## src/rtl/mux2_arbiter.sv

```systemverilog
// Round-robin arbiter sharing one 2:1 write-back mux between requesters A and B.
// Ownership changes only on transaction boundaries or when the per-grant beat cap is reached.
module mux2_arbiter #(
  parameter int MAX_BEATS = 4,
  parameter int CNT_W     = 3
) (
  input  logic clk,
  input  logic rst_n,
  input  logic req_a,
  input  logic last_a,
  input  logic req_b,
  input  logic last_b,
  output logic gnt_a,
  output logic gnt_b,
  output logic sel,
  output logic out_valid,
  output logic busy
);

  if (MAX_BEATS < 1 || MAX_BEATS > (2 ** CNT_W)) begin : g_bad_param
    $error("mux2_arbiter: MAX_BEATS-1 must fit in CNT_W bits and MAX_BEATS >= 1");
  end

  localparam logic [CNT_W-1:0] CAP = CNT_W'(MAX_BEATS - 1);
  localparam logic [CNT_W-1:0] ONE = CNT_W'(1);

  typedef enum logic [1:0] {
    IDLE    = 2'd0,
    GRANT_A = 2'd1,
    GRANT_B = 2'd2
  } state_t;

  state_t           r_state;
  state_t           w_nxt;
  logic [CNT_W-1:0] r_cnt;
  logic [CNT_W-1:0] w_cnt_nxt;
  logic             r_last_a;
  logic             w_last_a_nxt;
  logic             r_gnt_a;
  logic             r_gnt_b;
  logic             r_sel;
  logic             r_busy;
  logic             w_cap;

  assign w_cap = (r_cnt == CAP);

  // An abandoned grant (req dropped) releases without counting a beat.
  always_comb begin
    w_nxt        = r_state;
    w_cnt_nxt    = r_cnt;
    w_last_a_nxt = r_last_a;
    case (r_state)
      IDLE: begin
        if (req_a && req_b)
          w_nxt = r_last_a ? GRANT_B : GRANT_A;
        else if (req_a)
          w_nxt = GRANT_A;
        else if (req_b)
          w_nxt = GRANT_B;
      end
      GRANT_A: begin
        if (!req_a || last_a || w_cap) begin
          w_cnt_nxt    = '0;
          w_last_a_nxt = 1'b1;
          w_nxt        = req_b ? GRANT_B : IDLE;
        end else begin
          w_cnt_nxt = r_cnt + ONE;
        end
      end
      GRANT_B: begin
        if (!req_b || last_b || w_cap) begin
          w_cnt_nxt    = '0;
          w_last_a_nxt = 1'b0;
          w_nxt        = req_a ? GRANT_A : IDLE;
        end else begin
          w_cnt_nxt = r_cnt + ONE;
        end
      end
      default: begin
        w_nxt     = IDLE;
        w_cnt_nxt = '0;
      end
    endcase
  end

  // Outputs are registered decodes of the next state; sel keeps its value through IDLE.
  always_ff @(posedge clk or negedge rst_n) begin
    if (!rst_n) begin
      r_state  <= IDLE;
      r_cnt    <= '0;
      r_last_a <= 1'b0;
      r_gnt_a  <= 1'b0;
      r_gnt_b  <= 1'b0;
      r_sel    <= 1'b0;
      r_busy   <= 1'b0;
    end else begin
      r_state  <= w_nxt;
      r_cnt    <= w_cnt_nxt;
      r_last_a <= w_last_a_nxt;
      r_gnt_a  <= (w_nxt == GRANT_A);
      r_gnt_b  <= (w_nxt == GRANT_B);
      r_busy   <= (w_nxt != IDLE);
      if (w_nxt == GRANT_A)
        r_sel <= 1'b1;
      else if (w_nxt == GRANT_B)
        r_sel <= 1'b0;
    end
  end

  assign gnt_a     = r_gnt_a;
  assign gnt_b     = r_gnt_b;
  assign sel       = r_sel;
  assign busy      = r_busy;
  assign out_valid = (r_gnt_a & req_a) | (r_gnt_b & req_b);

endmodule

```

## config.mk

```make
export PLATFORM = sky130hd
export DESIGN_NAME = mux2_arbiter
export DESIGN_NICKNAME = d
export VERILOG_FILES = /design/src/rtl/mux2_arbiter.sv
export SDC_FILE = /design/constraint.sdc
export NUM_CORES = 1
export LEC_CHECK = 0
export CORE_AREA = 2 2 39 41
export CTS_CLUSTER_SIZE = 40
export DETAILED_ROUTE_END_ITERATION = 12
export DIE_AREA = 0 0 41 43
export PLACE_DENSITY_LB_ADDON = 0.15
export REMOVE_ABC_BUFFERS = 1
export SYNTH_ARGS = -nofsm -noshare
export SYNTH_HDL_FRONTEND = slang
export SYNTH_SLANG_ARGS = --single-unit
export TNS_END_PERCENT = 30
```

## constraint.sdc

```tcl
create_clock -name clk -period 2.6 [get_ports clk]
set_input_delay 0.39 -clock clk [delete_from_list [all_inputs] [get_ports clk]]
set_output_delay 0.39 -clock clk [all_outputs]
set_load 0.005 [all_outputs]
```

Yosys cells after proc, flatten, opt, wreduce, memory -nomap -nowiden
Index checks and enable logic that the tools add are counted.
{ "op_classes": {"order_cmp": 0, "multipliers": 0, "bitwise_logic": 3, "shift": 0, "eq_ne": 7, "n_mux": 17, "div_mod_pow": 0, "n_reduce_logical": 12, "add_sub_neg": 1} }
{ "op_table": {"columns": ["cell", "count"], "rows": [
  ["two-way mux 2 bit", 7],
  ["one-hot mux 3 bit (3 select lines)", 1],
  ["two-way mux 3 bit", 2],
  ["one-hot mux 2 bit (3 select lines)", 1],
  ["nonzero test 2 bit", 3],
  ["two-way mux 1 bit", 5],
  ["equality test 2 x 1 -> 1 bit, second input constant", 2],
  ["equality test 2 bit, second input constant", 2],
  ["logical OR 1 bit", 4],
  ["inequality test 2 bit, second input constant", 2],
  ["adder 3 x 1 -> 3 bit, second input constant", 1],
  ["equality test 3 x 2 -> 1 bit, second input constant", 1],
  ["AND reduction 3 bit", 1],
  ["AND 1 bit", 2],
  ["logical NOT 1 bit", 2],
  ["logical NOT 2 bit", 1],
  ["one-hot mux 1 bit (2 select lines)", 1],
  ["logical AND 1 bit", 1],
  ["bitwise OR 1 bit", 1]
]} }
{ "totals": {"romBits": 0, "reg_bits": 10, "ram_bits": 0, "memories": 0, "in_bits": 6, "latch_bits": 0} }

Longest topological paths before layout
Gate-level depths: netlist of run 1.
{ "logic_depth": {"ltp_word": 8, "ltp_mapped": 7, "depth_no_buf": 7} }

Worst setup path after synthesis of run 1
No wires, ideal clock.
{ "synth_timing": {"path_kind": "reg2reg", "from": "register r_cnt[0]", "to": "register r_sel (netlist: sel)", "t_arrival_ns": 2.042, "setup_ns": 0.125, "path_stages_with_launch": 8, "setup_slack_ns": 0.434, "n_path_buf": 0, "synth_period_minus_slack_ns": 2.166, "path_cell_list": "dfrtp_1 > ha_1 > ha_1 > and4bb_2 > o21ai_1 > a211o_1 > ha_1 > mux2_2"} }
{ "synth_between": {"elab_chain_len": 6, "word_cells_on_any_way": 10, "cone_classes": "3 x eq/ne; 4 x mux; 3 x reduce/logical"} }
{ "synth_rtl": {"columns": ["item", "line", "text"], "rows": [
  ["start, declared", "35", "logic [CNT_W-1:0] r_cnt;"],
  ["start signal, assigned", "98", "r_cnt <= w_cnt_nxt;"],
  ["equality test 3 x 2 -> 1 bit (*)", "45", "assign w_cap = (r_cnt == CAP);"],
  ["logical OR 1 bit (on tied branches)", "71, 62", null],
  ["two-way mux 2 bit (on tied branches)", "71, 62", null],
  ["one-hot mux 2 bit (3 select lines) (*)", "52", "case (r_state)"],
  ["equality test 2 x 1 -> 1 bit / equality test 2 bit (equally long branches)", "103, 105", null],
  ["two-way mux 1 bit / nonzero test 2 bit (equally long branches)", null, null],
  ["end signal, assigned", "94", "r_sel <= 1'b0;"],
  ["end signal, assigned", "104", "r_sel <= 1'b1;"],
  ["end signal, assigned", "106", "r_sel <= 1'b0;"],
  ["end, declared", "41", "logic r_sel;"]
]} }
Mark *: on every way between the ends. The rest lies on a longest branch, timed or not.
A chain may end at the register's enable or synchronous reset.

Worst setup path in the final report of run 1
{ "layout_timing": {"from": "register r_state[0]", "to": "register r_sel (netlist: sel)"} }
{ "layout_between": {"elab_chain_len": 6, "word_cells_on_any_way": 13, "cone_classes": "4 x eq/ne; 7 x mux; 2 x reduce/logical"} }
{ "layout_rtl": {"columns": ["item", "line", "text"], "rows": [
  ["start, declared", "33", "state_t r_state;"],
  ["start signal, assigned", "97", "r_state <= w_nxt;"],
  ["two-way mux 2 bit", "58", "else if (req_b)"],
  ["two-way mux 2 bit", "56", "else if (req_a)"],
  ["two-way mux 2 bit", "54", "if (req_a && req_b)"],
  ["one-hot mux 2 bit (3 select lines) (*)", "52", null],
  ["equality test 2 x 1 -> 1 bit / equality test 2 bit (equally long branches)", "103, 105", null],
  ["two-way mux 1 bit / nonzero test 2 bit (equally long branches)", null, null]
]} }
Marks and branches as above.

==> results.sh, run 1 <==
export IMPL_outcome="complete, no violations"
export IMPL_period_needed_ns=2.31
export IMPL_hp_class="in2async"
export IMPL_coreArea_um2=1380
export IMPL_grt_max_degree=11
export IMPL_grt_overflow_total=0
export IMPL_pre_cts_ws_ns=0.173
export IMPL_ys_ff_latch=10
export IMPL_fin_ws_ns=0.291
export IMPL_postCtsSetupBuffers=0
export IMPL_ys_warn_count=0
export IMPL_ctsLongestPathBuffers=2
export IMPL_post_cts_resize_count=0
export IMPL_cts_inserted_buffers=3
export IMPL_clk_pin_slew_ns=0.07
export IMPL_max_slew_worst_pin_slew_ns=0.454
export IMPL_power_leakage_nw=0.347
export IMPL_maxCapViolCount=0
export IMPL_vias_per_cell=5.41
export IMPL_finalWeightedCongestion=0.743
export IMPL_required_ns=2.76
export IMPL_drc=0
export IMPL_relSlewSlack_pct=69.6
export IMPL_fin_nets=88
export IMPL_syn_inst=58
export IMPL_skew_ns=0.00177
export IMPL_finalMaxSlewViolations=0
export IMPL_dieHeight_um=43
export IMPL_postRouteAntennaNets=0
export IMPL_ys_seq_area_share_pct=41.4
export IMPL_grt_first_pass_wirelength_um=1950
export IMPL_routed_wl_um=1150
export IMPL_peakVddDrop_v=0.000475
export IMPL_setup_viol=0
export IMPL_arrival_ns=2.47
export IMPL_cp_start_kind="flop"
export IMPL_grt_pass1_vias=477
export IMPL_wl_per_cell_um=13.0
export IMPL_grt_util_all_layers_pct=17.0
export IMPL_final_hold_viol_count=0
export IMPL_avgSynthCellArea_um2=10.4
export IMPL_htree_levels=1
export IMPL_floorplan_die_width_um=41
export IMPL_clkLatencyLatePin_ns=0.27
export IMPL_finalPower_w=0.000789
export IMPL_fin_area_um2=761
export IMPL_fmax_ghz=0.433
export IMPL_antenna_found_initial=0
export IMPL_placed_area_um2=724
export IMPL_r2r_cells=7
export IMPL_num_rows=14
export IMPL_path_class="reg2reg"
export IMPL_drive_gt1_share_pct=12.5
export IMPL_drtIter0Drc=6
export IMPL_ys_types=23
export IMPL_path_max_fanout=7
export IMPL_num_io_pins=11
export IMPL_setup_tns_ns=0
export IMPL_whs_ns=0.434
export IMPL_clkSinkCount=10
export IMPL_dpl_hpwl_um=907
export IMPL_r2r_start="r_state[0]$_DFF_PN0_"
export IMPL_drt_pass1_iter_count=4
export IMPL_post_route_period_util_pct=88.8
export IMPL_rsz0062_at_grt="false"
export IMPL_dieArea_um2=1760
export IMPL_portBuffers=10
export IMPL_power_density_nw_per_um2=1040
export IMPL_n_antenna_cell=0
export IMPL_synth_cell_area_um2=604
export IMPL_dr_total_vias=476
export IMPL_critPathLaunch="r_state[0]$_DFF_PN0_"
export IMPL_tritoncts="yes"
export IMPL_syn2layout_area_growth_pct=25.9
export IMPL_start_util_pct=43.7
export IMPL_hold_buffers=0
export IMPL_root_buffer="clkbuf_4"
export IMPL_crit_path_end_kind="flop"
export IMPL_r2r_setup_slack_ns=0.29
## Yosys cell counts
library cell | count | area (um^2)
a211o_1 | 1 | 8.76
a41o_1 | 1 | 10.0
mux2_2 | 1 | 11.3
a21o_1 | 1 | 7.51
a21boi_0 | 1 | 7.51
inv_1 | 5 | 18.8
nor3b_1 | 1 | 7.51
o31ai_1 | 3 | 22.5
a22o_1 | 1 | 8.76
dfrtp_1 | 10 | 250
nand4_1 | 1 | 6.26
o32a_1 | 1 | 10.0
inv_2 | 1 | 3.75
and4bb_2 | 1 | 12.5
and4bb_1 | 1 | 12.5
ha_1 | 9 | 113
a41oi_1 | 1 | 8.76
o22a_2 | 1 | 10.0
o21ai_1 | 4 | 20.0
a211oi_1 | 1 | 7.51
nand2_1 | 8 | 30.0
or2_2 | 1 | 6.26
nor2_1 | 3 | 11.3
## cell families after synthesis
logic type      after synthesis  synth area share, %
simple gates                 16                 14.3
buf+inv                       6                 3.73
fa+ha+maj                     9                 18.6
mux                           1                 1.86
compound gates               16                 20.1
flops                        10                 41.4
## path summary, 6_finish.rpt
path,endpoint
setup reg to reg,sel$_DFFE_PN0P_
min in group clk,r_cnt[2]$_DFFE_PN0N_
max in group asynchronous,gnt_b$_DFF_PN0_
hold / removal,r_state[1]$_DFF_PN0_
hold reg to reg,r_cnt[2]$_DFFE_PN0N_
setup / recovery,sel$_DFFE_PN0P_
## through the flow
step	cells	utilization, %
floorplan	58	-
global placement	84	52.4
detailed placement	84	52.4
CTS	88	55.0
global route	88	55.0
finish	88	55.0
## power by group
| group | total, W | internal, W | switching [W] |
|---|---|---|---|
| Clock | 0.000142 | 0.0000851 | 0.0000570 |
| Sequential | 0.000255 | 0.000213 | 0.0000416 |
| Combinational | 0.000392 | 0.000209 | 0.000184 |
| Total | 0.000789 | 0.000507 | 0.000282 |
## layer usage
metal  GRT usage [%]  wire length [um]  share of wire, %
met1            22.0               574                50
met2            24.4               491                43
met3            4.71                52               4.5
met4            10.0                28               2.4
met5               0                 0                 0
## area by class of cell
| type | instances | area (um^2) |
|---|---|---|
| Clock buffer | 4 | 36.3 |
| Fill cell | 138 | 623 |
| Inverter | 6 | 22.5 |
| Multi-Input combinational cell | 42 | 332 |
| Sequential cell | 10 | 250 |
| Tap cell | 16 | 20.0 |
| Timing Repair Buffer | 10 | 100 |
## worst max-delay path, cell delays in order (launching register included)
cell	delay (ns)
dfrtp_1	0.44
inv_1	0.11
ha_1	0.32
inv_2	0.09
o32a_1	0.37
a41o_1	0.25
ha_1	0.28
mux2_2	0.32
## sequential cells by signal, summed over array words and instances (netlist names)
name and cells:
busy 1, gnt_a 1, gnt_b 1, r_cnt 3, r_last_a 1, r_state 2
sel 1
## cells in the final DEF, fill, tap and decap left out, types with 3 or more instances in the layout
cell	instances
ha_1	9
nand2_1	8
o31ai_1	3
nor2_1	3
clkbuf_4	3
dfrtp_1	10
clkdlybuf4s50_1	10
inv_1	5
o21ai_1	4
Power figures use the tool's default switching activity.
==> run 2, diff against run 1 <==
--- a/config.mk
+++ b/config.mk
@@ -5,10 +5,12 @@
 export SDC_FILE = /design/constraint.sdc
 export NUM_CORES = 1
 export LEC_CHECK = 0
+export ABC_AREA = 1
 export CORE_AREA = 2 2 39 41
 export CTS_CLUSTER_SIZE = 40
 export DETAILED_ROUTE_END_ITERATION = 12
 export DIE_AREA = 0 0 41 43
+export GPL_TIMING_DRIVEN = 0
 export PLACE_DENSITY_LB_ADDON = 0.15
 export REMOVE_ABC_BUFFERS = 1
 export SYNTH_ARGS = -nofsm -noshare
==> run 2 against run 1 <==
  * Clock skew down 0.0013 ns
  * Fmax is 7.6% higher
  * Critical path type unchanged
  * Global-route usage fell by 1.2 points
  * Sequential power fell by 4%
  * Critical endpoint unchanged
  * Area after synthesis grew 4.8%
  * Count of clock-buffer cells in the layout is the same
==> results.sh, run 2 <==
export IMPL_arrival_ns=2.30
export IMPL_setup_tns_ns=0
export IMPL_most_common_layout_cells="nand2_1, inv_1, dfrtp_1, clkdlybuf4s50_1, ha_1"
export IMPL_antenna_found_initial=0
export IMPL_synth_cell_area_um2=633
export IMPL_root_buffer="clkbuf_4"
export IMPL_rsz0062_at_grt="false"
export IMPL_fin_area_um2=790
export IMPL_maxCapViolCount=0
export IMPL_post_route_period_util_pct=82.5
export IMPL_grt_max_degree=11
export IMPL_tritoncts="yes"
export IMPL_dieArea_um2=1760
export IMPL_peakVddDrop_v=0.000461
export IMPL_clk_pin_slew_ns=0.06
export IMPL_n_antenna_cell=0
export IMPL_synth_edf_count=0
export IMPL_required_ns=2.75
export IMPL_power_leakage_nw=0.428
export IMPL_ys_types=14
export IMPL_period_needed_ns=2.15
export IMPL_fmax_ghz=0.466
export IMPL_largest_reg_flops=3
export IMPL_ys_flop_type="dfrtp_1"
export IMPL_final_hold_viol_count=0
export IMPL_synth_top_area_cell="dfrtp_1"
export IMPL_start_util_pct=45.8
export IMPL_wirelength_met1_um=496
export IMPL_relSlewSlack_pct=72.4
export IMPL_drive_gt1_share_pct=15.1
export IMPL_largest_register="r_cnt"
export IMPL_fin_nets=109
export IMPL_post_cts_resize_count=0
export IMPL_grt_first_pass_wirelength_um=1820
export IMPL_finalWeightedCongestion=0.714
export IMPL_ys_ff_latch=10
export IMPL_register_area_um2=250
export IMPL_dieHeight_um=43
export IMPL_wl_per_cell_um=10.1
export IMPL_dr_total_vias=505
export IMPL_clkSinkCount=10
export IMPL_htree_levels=1
export IMPL_synth_common_cells="nand2_1, inv_1, dfrtp_1, ha_1, nand3_1"
export IMPL_avgSynthCellArea_um2=8.01
export IMPL_synth_area_leaders="dfrtp_1, ha_1, nand2_1, inv_1, nand2_2"
export IMPL_netlist_area_leader_share_pct=39.5
export IMPL_num_io_pins=11
export IMPL_ctsLongestPathBuffers=2
export IMPL_cp_start_kind="flop"
export IMPL_finalMaxSlewViolations=0
export IMPL_setup_viol=0
export IMPL_skew_ns=0.000427
export IMPL_power_density_nw_per_um2=946
export IMPL_clkLatencyLatePin_ns=0.26
export IMPL_placed_area_um2=753
export IMPL_grt_pass1_vias=488
export IMPL_drtIter0Drc=3
export IMPL_cts_inserted_buffers=3
export IMPL_postCtsSetupBuffers=0
export IMPL_syn_inst=79
export IMPL_path_max_fanout=4
export IMPL_syn2layout_area_growth_pct=24.7
export IMPL_routed_wl_um=1100
export IMPL_num_rows=14
export IMPL_whs_ns=0.421
export IMPL_highest_layer="met4"
export IMPL_grt_overflow_total=0
export IMPL_vias_per_cell=4.63
export IMPL_dpl_hpwl_um=899
export IMPL_floorplan_die_width_um=41
export IMPL_grt_util_all_layers_pct=15.8
export IMPL_crit_path_end_kind="flop"
export IMPL_top_regs="r_cnt: 3 flops, r_state: 2 flops"
export IMPL_portBuffers=10
export IMPL_drc=0
export IMPL_drt_pass1_iter_count=2
export IMPL_async_flop_share_pct=100
export IMPL_coreArea_um2=1380
export IMPL_multi_input_area_um2=323
export IMPL_ys_warn_count=0
export IMPL_postRouteAntennaNets=0
export IMPL_wl_met3_um=51
export IMPL_yosysMostFrequentCell="nand2_1"
export IMPL_path_class="reg2reg"
export IMPL_hp_class="in2async"
export IMPL_wl_met2_um=530
export IMPL_max_slew_worst_pin_slew_ns=0.412
export IMPL_outcome="complete, no violations"
export IMPL_fillers=151
export IMPL_ys_seq_area_share_pct=39.5
export IMPL_hold_buffers=0
export IMPL_layout_commonest_cell="nand2_1"
[run 2: cell count changes after synthesis, sizes merged, moves of 2 or more]
cell / delta
nand3: +6
o21ai: -2
and4bb: -2
o31ai: -3
nand4: +2
inv: +10
nand2: +19
[run 2: final timing paths]
check	slack, ns	to	cells after the start	from
min	0.42	busy$_DFF_PN0_	1	rst_n
max	0.45	sel$_DFFE_PN0P_	10	r_cnt[0]$_DFFE_PN0N_
max reg2reg	0.45	sel$_DFFE_PN0P_	10	r_cnt[0]$_DFFE_PN0N_
min reg2reg	0.48	r_last_a$_DFFE_PN0P_	2	r_last_a$_DFFE_PN0P_
max in group asynchronous	1.89	gnt_b$_DFF_PN0_	1	rst_n
min in group clk	0.48	r_last_a$_DFFE_PN0P_	2	r_last_a$_DFFE_PN0P_
[run 2: layout make-up]
type / count / area share [%]
Multi-Input combinational cell: 53 / 40.9
Sequential cell: 10 / 31.7
Tap cell: 16 / 2.54
Timing Repair Buffer: 10 / 12.7
Inverter: 16 / 7.61
Clock buffer: 4 / 4.60
[run 2: logic make-up after synthesis]
group                    synth area share [%]
flip-flops                               39.5
multiplexers                             1.78
AND/OR/NAND/NOR                          27.5
AO/OA/AOI/OAI                            3.95
buffers and inverters                    9.49
adder cells (fa/ha/maj)                  17.8
[run 2: routing by layer]
metal  vias to the layer above  GRT usage (%)
met5                         -              0
met1                       221           16.9
met4                         0           12.0
met2                         9           25.3
met3                         2           3.14
li1                        273              -
[run 2: power by group]
group	internal (W)	switching, W
registers	0.000209	0.0000364
logic	0.000172	0.000192
clock network	0.0000851	0.0000520
[run 2: critical path, cell delays in order, from the launching register on]
cell and delay, ns:
dfrtp_1 0.40, ha_1 0.21, ha_1 0.19, nor2_1 0.19, nand3_1 0.12, nand2_2 0.14, nand2_2 0.06, nand2_2 0.06
nand2_2 0.07, ha_1 0.28, mux2_2 0.32
[run 2: through the flow]
stage	instances	worst slack (ns)	utilization (%)	power, W
finish	109	0.455	57.1	0.000746
global route	109	0.307	57.1	0.000824
CTS	109	0.414	57.1	0.000763
detailed placement	105	0.366	54.4	0.000620
global placement	105	0.394	54.4	0.000608
floorplan	79	0.626	-	0.000490
==> run 3, diff against run 2 <==
==> constraint.sdc (replaced) <==
create_clock -name clk -period 2.1 [get_ports clk]
set_input_delay 0.315 -clock clk [delete_from_list [all_inputs] [get_ports clk]]
set_output_delay 0.315 -clock clk [all_outputs]
set_load 0.005 [all_outputs]
==> run 3 against run 2 <==
  * Sequential cell count stayed put
  * Clock skew stayed put
  * Worst hold slack worse by 0.075 ns
  * Combinational power is 30% higher
  * Routed wire length is 5.6% higher
  * Sequential share of layout area is 1.2 points lower
  * Fmax is 7.0% higher
  * Utilization is 2.2 points higher
  * Critical path depth stayed put
  * Cell count is 1.8% higher
  * Total power is 27% higher
==> results.sh, run 3 (synthesis results as in run 2) <==
export IMPL_arrival_ns=2.16
export IMPL_power_leakage_nw=0.439
export IMPL_fin_ws_ns=0.0949
export IMPL_drt_pass1_iter_count=2
export IMPL_period_needed_ns=2.01
export IMPL_rsz0062_at_grt="false"
export IMPL_grt_pass1_vias=492
export IMPL_cp_slowest_cell="dfrtp_1"
export IMPL_antenna_found_initial=0
export IMPL_ctsLongestPathBuffers=2
export IMPL_dr_total_vias=520
export IMPL_syn2layout_area_growth_pct=29.4
export IMPL_required_ns=2.25
export IMPL_power_density_nw_per_um2=1150
export IMPL_dpl_hpwl_um=899
export IMPL_grt_util_all_layers_pct=16.1
export IMPL_setup_tns_ns=0
export IMPL_n_antenna_cell=0
export IMPL_htree_levels=1
export IMPL_peakVddDrop_v=0.000573
export IMPL_crit_path_end_kind="flop"
export IMPL_utilization_pct=59.2
export IMPL_routed_wl_um=1160
export IMPL_coreArea_um2=1380
export IMPL_fmax_ghz=0.499
export IMPL_vias_per_cell=4.68
export IMPL_outcome="complete, no violations"
export IMPL_path_class="reg2reg"
export IMPL_pre_cts_ws_ns=-0.0776
export IMPL_grt_max_degree=11
export IMPL_cp_start_kind="flop"
export IMPL_fin_nets=111
export IMPL_hp_class="in2async"
export IMPL_floorplan_die_width_um=41
export IMPL_finalWeightedCongestion=0.714
export IMPL_dieHeight_um=43
export IMPL_tritoncts="yes"
export IMPL_path_buf_inv=1
export IMPL_top_regs="r_cnt: 3 flops, r_state: 2 flops"
export IMPL_setup_viol=0
export IMPL_most_common_layout_cells="nand2_1, inv_1, dfrtp_1, clkdlybuf4s50_1, ha_1"
export IMPL_whs_ns=0.346
export IMPL_layout_commonest_cell="nand2_1"
export IMPL_portBuffers=10
export IMPL_path_max_fanout=3
export IMPL_skew_ns=0.000427
export IMPL_fillers=144
export IMPL_grt_first_pass_wirelength_um=1850
export IMPL_postRouteAntennaNets=0
export IMPL_final_hold_viol_count=0
export IMPL_largest_register="r_cnt"
export IMPL_critical_path_most_common_cell="nand2_1"
export IMPL_start_util_pct=45.8
export IMPL_path_cells="ha_1 > ha_2 > nor2_4 > nand4_1 > nand2_1 > inv_2 > nand2_1 > nand2_1 > ha_1 > mux2_2"
export IMPL_drtIter0Drc=3
export IMPL_clkLatencyLatePin_ns=0.26
export IMPL_maxCapViolCount=0
export IMPL_post_route_period_util_pct=95.5
export IMPL_critPathTopFamily="adder cells"
export IMPL_num_rows=14
export IMPL_wl_per_cell_um=10.4
export IMPL_drc=0
export IMPL_root_buffer="clkbuf_4"
export IMPL_grt_overflow_total=0
export IMPL_r2r_setup_slack_ns=0.09
export IMPL_max_slew_worst_pin_slew_ns=0.413
export IMPL_clkSinkCount=10
export IMPL_drive_gt1_share_pct=21.1
export IMPL_cpPeakStageDelay_ns=0.39
export IMPL_dieArea_um2=1760
export IMPL_finalMaxSlewViolations=0
export IMPL_relSlewSlack_pct=72.4
export IMPL_num_io_pins=11
export IMPL_clk_pin_slew_ns=0.06
export IMPL_largest_reg_flops=3
export IMPL_cts_inserted_buffers=3
## run 3: cell count changes in the layout (fill, tap and decap cells not counted)
cell,before,now
buf_4,0,2
ha_1,9,8
ha_2,0,1
inv_1,13,12
inv_2,3,4
nand3_1,6,5
nand3_2,0,1
nor2_1,3,2
nor2_4,0,1
## run 3: through the flow
| stage | power, W | area [um^2] | std cells |
|---|---|---|---|
| final | 0.000945 | 820 | 111 |
| after global routing | 0.00104 | 820 | 111 |
| after CTS | 0.000951 | 800 | 110 |
| after detailed placement | 0.000767 | 753 | 105 |
| after global placement | 0.000753 | 753 | 105 |
| after floorplan | 0.000606 | 633 | 79 |
## run 3: worst paths after layout
| kind | from | to | cells after the start |
|---|---|---|---|
| worst max-delay path | r_cnt[0]$_DFFE_PN0N_ | sel$_DFFE_PN0P_ | 10 |
| worst min register to register | r_last_a$_DFFE_PN0P_ | r_last_a$_DFFE_PN0P_ | 2 |
| max in group asynchronous | rst_n | gnt_b$_DFF_PN0_ | 1 |
| worst min-delay path | rst_n | busy$_DFF_PN0_ | 1 |
| worst max register to register | r_cnt[0]$_DFFE_PN0N_ | sel$_DFFE_PN0P_ | 10 |
| min in group clk | r_last_a$_DFFE_PN0P_ | r_last_a$_DFFE_PN0P_ | 2 |
## run 3: routing by layer
layer | track usage (%) | vias to the layer above | wire length, um
li1 | - | 276 | -
met1 | 16.9 | 233 | 513
met2 | 26.3 | 9 | 576
met3 | 3.14 | 2 | 49
met4 | 12.0 | 0 | 19
met5 | 0 | - | 0
## run 3: cell type report
class,count,area (um^2),area share [%]
inverter,16,60.1,7.33
clock buffer,4,36.3,4.43
multi-input combinational,53,338,41.2
timing repair buffer,12,115,14.0
sequential,10,250,30.5
tap,16,20.0,2.44
## run 3: power by group
part | switching (W) | total (W) | internal (W)
clock | 0.0000644 | 0.000170 | 0.000105
sequential | 0.0000439 | 0.000302 | 0.000258
combinational | 0.000246 | 0.000473 | 0.000226
## run 3: timing repair
action,in CTS,in global routing
gates resized for setup,1,4
hold buffers,0,0
endpoints found under the setup margin,1,1
endpoints found under the hold margin,0,0
buffers inserted,1,1
pin swaps,2,2
==> edit 1 (config.mk and constraints of run 2) <==
`CNT_W`: 3 -> 4.
--- a/src/rtl/mux2_arbiter.sv
+++ b/src/rtl/mux2_arbiter.sv
@@ -2,7 +2,7 @@
 // Ownership changes only on transaction boundaries or when the per-grant beat cap is reached.
 module mux2_arbiter #(
   parameter int MAX_BEATS = 4,
-  parameter int CNT_W     = 3
+  parameter int CNT_W     = 4
 ) (
   input  logic clk,
   input  logic rst_n,
Behaviour: no difference found for any inputs over 10 cycles, from zero or initial values and one cycle with rst_n low; that may be too few to reach the edited logic, so the function may still have changed.
==> edit 1 against run 2 <==
Final area rose by 9.4%. Routed wire length increased by 12%. Count of clock-buffer cells in the layout stayed put. Worst setup slack improved by 0.13 ns. Synthesized area up 13%. Power grew 2.4%. Non-clock buffer count stayed put. Sequential cell count is 1 higher. Critical path type is now in -> out. Largest cell class unchanged.
==> edit 1: results <==
[pwr]
power.switching_mw = 0.3019
p_clk_mw = 0.116
p_comb_mw = 0.390

[yosys]
avgSynthCellArea_um2 = 8.851
ys_seq_area_share_pct = 38.39
synth_common_cells = "nand2_1 (19), dfrtp_1 (11), inv_1 (10)"
synth_area_leaders = "dfrtp_1 (38%), ha_1 (14%), nand2_1 (9.9%)"

[timing]
finClkSkew_ns = 0.004403
whs_ns = 0.4488
period_minus_slack_ns = 2.018
worst_pin_slew_ns = 0.4954

[cells_and_area]
drive_gt1_share_pct = 23.16
top_regs = "r_cnt: 4 flops, r_state: 2 flops"
fillCellCount = 136
multi_input_area_um2 = 392.9

[place]
hpwl_um = 977

[route]
met3WireLength_um = 49
drtIter0Drc = 7

[setup_path]
crit_path_start = "req_b"
rrSetupSlack_ns = 0.68
reg2regPathDepth = 9
worstPathMaxFanout = 5
cp.arrival_ns = 1.63

[global_routing]
grt_pass1_wl_um = 2256
use_met3_pct = 6.283
grt_pass1_vias = 543

[status]
outcome = "finished clean"
==> edit 1: logic make-up (layout without fill, tap and decap cells) <==
kind of cell / Yosys count / count (layout) / synth area share [%]
AND/OR/NAND/NOR: 38 / 38 / 29.49
buffers and inverters: 13 / 27 / 6.807
multiplexers: 1 / 1 / 1.571
adder cells (fa/ha/maj): 8 / 8 / 13.96
flip-flops: 11 / 11 / 38.39
XOR/XNOR: 1 / 1 / 1.222
AO/OA/AOI/OAI: 9 / 9 / 8.552
==> edit 1: layout make-up <==
| class | instances | share of cell area [%] |
|---|---|---|
| clock buffers | 4 | 3.043 |
| inverters | 13 | 5.652 |
| multi-input cells | 57 | 45.51 |
| flip-flops and latches | 11 | 31.88 |
| well taps | 16 | 2.319 |
| repair buffers | 10 | 11.59 |
==> edit 1: critical path: stages <==
cell             delay (ns)
clkdlybuf4s50_1        0.56
a22o_2                 0.18
clkdlybuf4s50_1        0.49
==> edit 2 (flow settings as in run 2) <==
Made on the original files. Encoding of `state_t`: now one-hot (3 bits for 3 states).
--- a/src/rtl/mux2_arbiter.sv
+++ b/src/rtl/mux2_arbiter.sv
@@ -24,10 +24,10 @@
   localparam logic [CNT_W-1:0] CAP = CNT_W'(MAX_BEATS - 1);
   localparam logic [CNT_W-1:0] ONE = CNT_W'(1);
 
-  typedef enum logic [1:0] {
-    IDLE    = 2'd0,
-    GRANT_A = 2'd1,
-    GRANT_B = 2'd2
+  typedef enum logic [2:0] {
+    IDLE    = 3'b001,
+    GRANT_A = 3'b010,
+    GRANT_B = 3'b100
   } state_t;
 
   state_t           r_state;
Formal check against the unedited RTL: same outputs for any inputs over 10 cycles, from zero or initial values and one cycle with rst_n low; not proved beyond that.
==> edit 2 against run 2 <==
Routed wire length decreased by 1.1%. Core utilization decreased by 3.0 points. Power decreased by 13%. Non-clock buffer count unchanged. Hold slack improved by 0.035 ns. First-iteration DRC count increased to 3.7 times the old value. Clock power decreased by 13%. Worst setup slack improved by 0.12 ns. Critical endpoint is now out_valid. Die area unchanged. Final area decreased by 5.2%. Sequential cell count increased by 1. Synthesized area decreased by 4.9%.
==> edit 2: results <==
[cells_and_area]
top_regs = "r_cnt: 3 flops, r_state: 3 flops"
layout.nets = 87
fillCellCount = 133
drive_gt1_share_pct = 30.77

[yosys]
synth-async-reset-ratio_pct = 100.0
synth_common_cells = "nand2_1 (11), dfrtp_1 (10), inv_1 (6)"
ys_seq_area_share_pct = 45.95
synth_ff_type = "dfrtp_1"
yosysUniqueCellTypes = 19
ys_warn_count = 0
synth_area_leaders = "dfrtp_1 (42%), nand3_2 (8.3%), nand2_1 (6.9%)"

[setup_path]
worstPathMaxFanout = 6
rrSetupSlack_ns = 1.07
cp.arrival_ns = 1.64

[timing]
fin_ws_ns = 0.5720
whs_ns = 0.4561
slew_viol_final = 0
slew_headroom_pct = 65.64
finClkSkew_ns = 0.003149

[pwr]
swShare_pct = 35.30
power_leakage_nw = 0.3612
ir_worst_vdd_mv = 0.5422

[route]
drt_first_pass_iters = 4
drtIter0Drc = 11
drt_wl_total_um = 1086
post_drt_via_cell_ratio = 4.755

[place]
place.gp.congestion = 0.6857
numPortBuffers = 10
hpwl_um = 805.9

[global_routing]
gr-total-overflow = 0
grt_pass1_vias = 417
grt_use_total_pct = 15.78
antenna_found_initial = 0
grt_max_degree = 12
grt_pass1_wl_um = 1821

[clocking]
cts_setup_buffers = 0
cts_buffers = 3
clk_latency_ns = 0.27
ctsRootBufferMaster = "clkbuf_4"
clockBufferDepth = 2
cts_resized = 0
h-tree-depth = 1

[status]
outcome = "finished clean"

[worst_hold_path]
hold_path_class = "in -> async"
edit 2: changes by cell type in the layout (fill, tap and decap cells not counted), sizes merged, moves of 2 or more:
cell / change
ha: -7
inv: -5
nand2: -12
nand3: +4
nand4: -2
nor2: +4
o21ai: +2
edit 2: worst max-delay path, cell delays in order:
cell	delay [ns]
clkdlybuf4s50_1	0.60
a22o_1	0.16
clkdlybuf4s50_1	0.49
edit 2: stage by stage:
| stage | util [%] | area [um2] | cells |
|---|---|---|---|
| after floorplan | - | 601.8 | 64 |
| after global placement | 52.17 | 721.9 | 90 |
| after detailed placement | 52.17 | 721.9 | 90 |
| after CTS | 54.07 | 748.2 | 94 |
| after global routing | 54.07 | 748.2 | 94 |
| final | 54.07 | 748.2 | 94 |
edit 2: path summary, 6_finish.rpt:
path                                   endpoint  cells after the start                  from
setup reg to reg                 busy$_DFF_PN0_                      9  r_cnt[0]$_DFFE_PN0N_
hold / removal             r_last_a$_DFFE_PN0P_                      1                 rst_n
setup / recovery                      out_valid                      3                 req_a
hold reg to reg            r_cnt[0]$_DFFE_PN0N_                      1  r_cnt[0]$_DFFE_PN0N_
min in group clk           r_cnt[0]$_DFFE_PN0N_                      1  r_cnt[0]$_DFFE_PN0N_
max in group asynchronous  r_state[0]$_DFF_PN1_                      1                 rst_n
edit 2: kinds of logic (layout without fill, tap and decap cells):
family / Yosys count / after routing / synth area share, %
buffers and inverters: 12 / 26 / 7.484
adders and majority gates: 2 / 2 / 4.157
AOI/OAI and AO/OA: 5 / 5 / 4.782
and+or+nand+nor: 34 / 34 / 37.63
DFF: 11 / 11 / 45.95
edit 2: metal layers:
metal | wire length (um) | part of all wire, % | GRT usage [%] | vias to the layer above
met5 | 0 | 0 | 0 | -
met4 | 27 | 2.5 | 10.00 | 0
met1 | 542 | 50 | 21.89 | 203
met2 | 454 | 42 | 20.63 | 12
li1 | - | - | - | 228
met3 | 62 | 5.7 | 4.712 | 4
edit 2: final cells by class:
cell class                 count  share of cell area (%)
sequential                    11                   36.96
inverter                      12                   6.020
timing repair buffer          10                   13.38
clock buffer                   4                   3.512
multi-input combinational     41                   37.46
tap                           16                   2.676
edit 2: power by group through the flow:
| stage | clock network (mW) | registers (mW) | logic [mW] |
|---|---|---|---|
| 5_1_grt | 0.128 | 0.278 | 0.294 |
| 6_report | 0.119 | 0.270 | 0.261 |
| 2_1_floorplan | 0 | 0.271 | 0.161 |
| 4_1_cts | 0.122 | 0.271 | 0.265 |
| 3_5_place_dp | 0 | 0.275 | 0.260 |
| 3_3_place_gp | 0 | 0.272 | 0.261 |
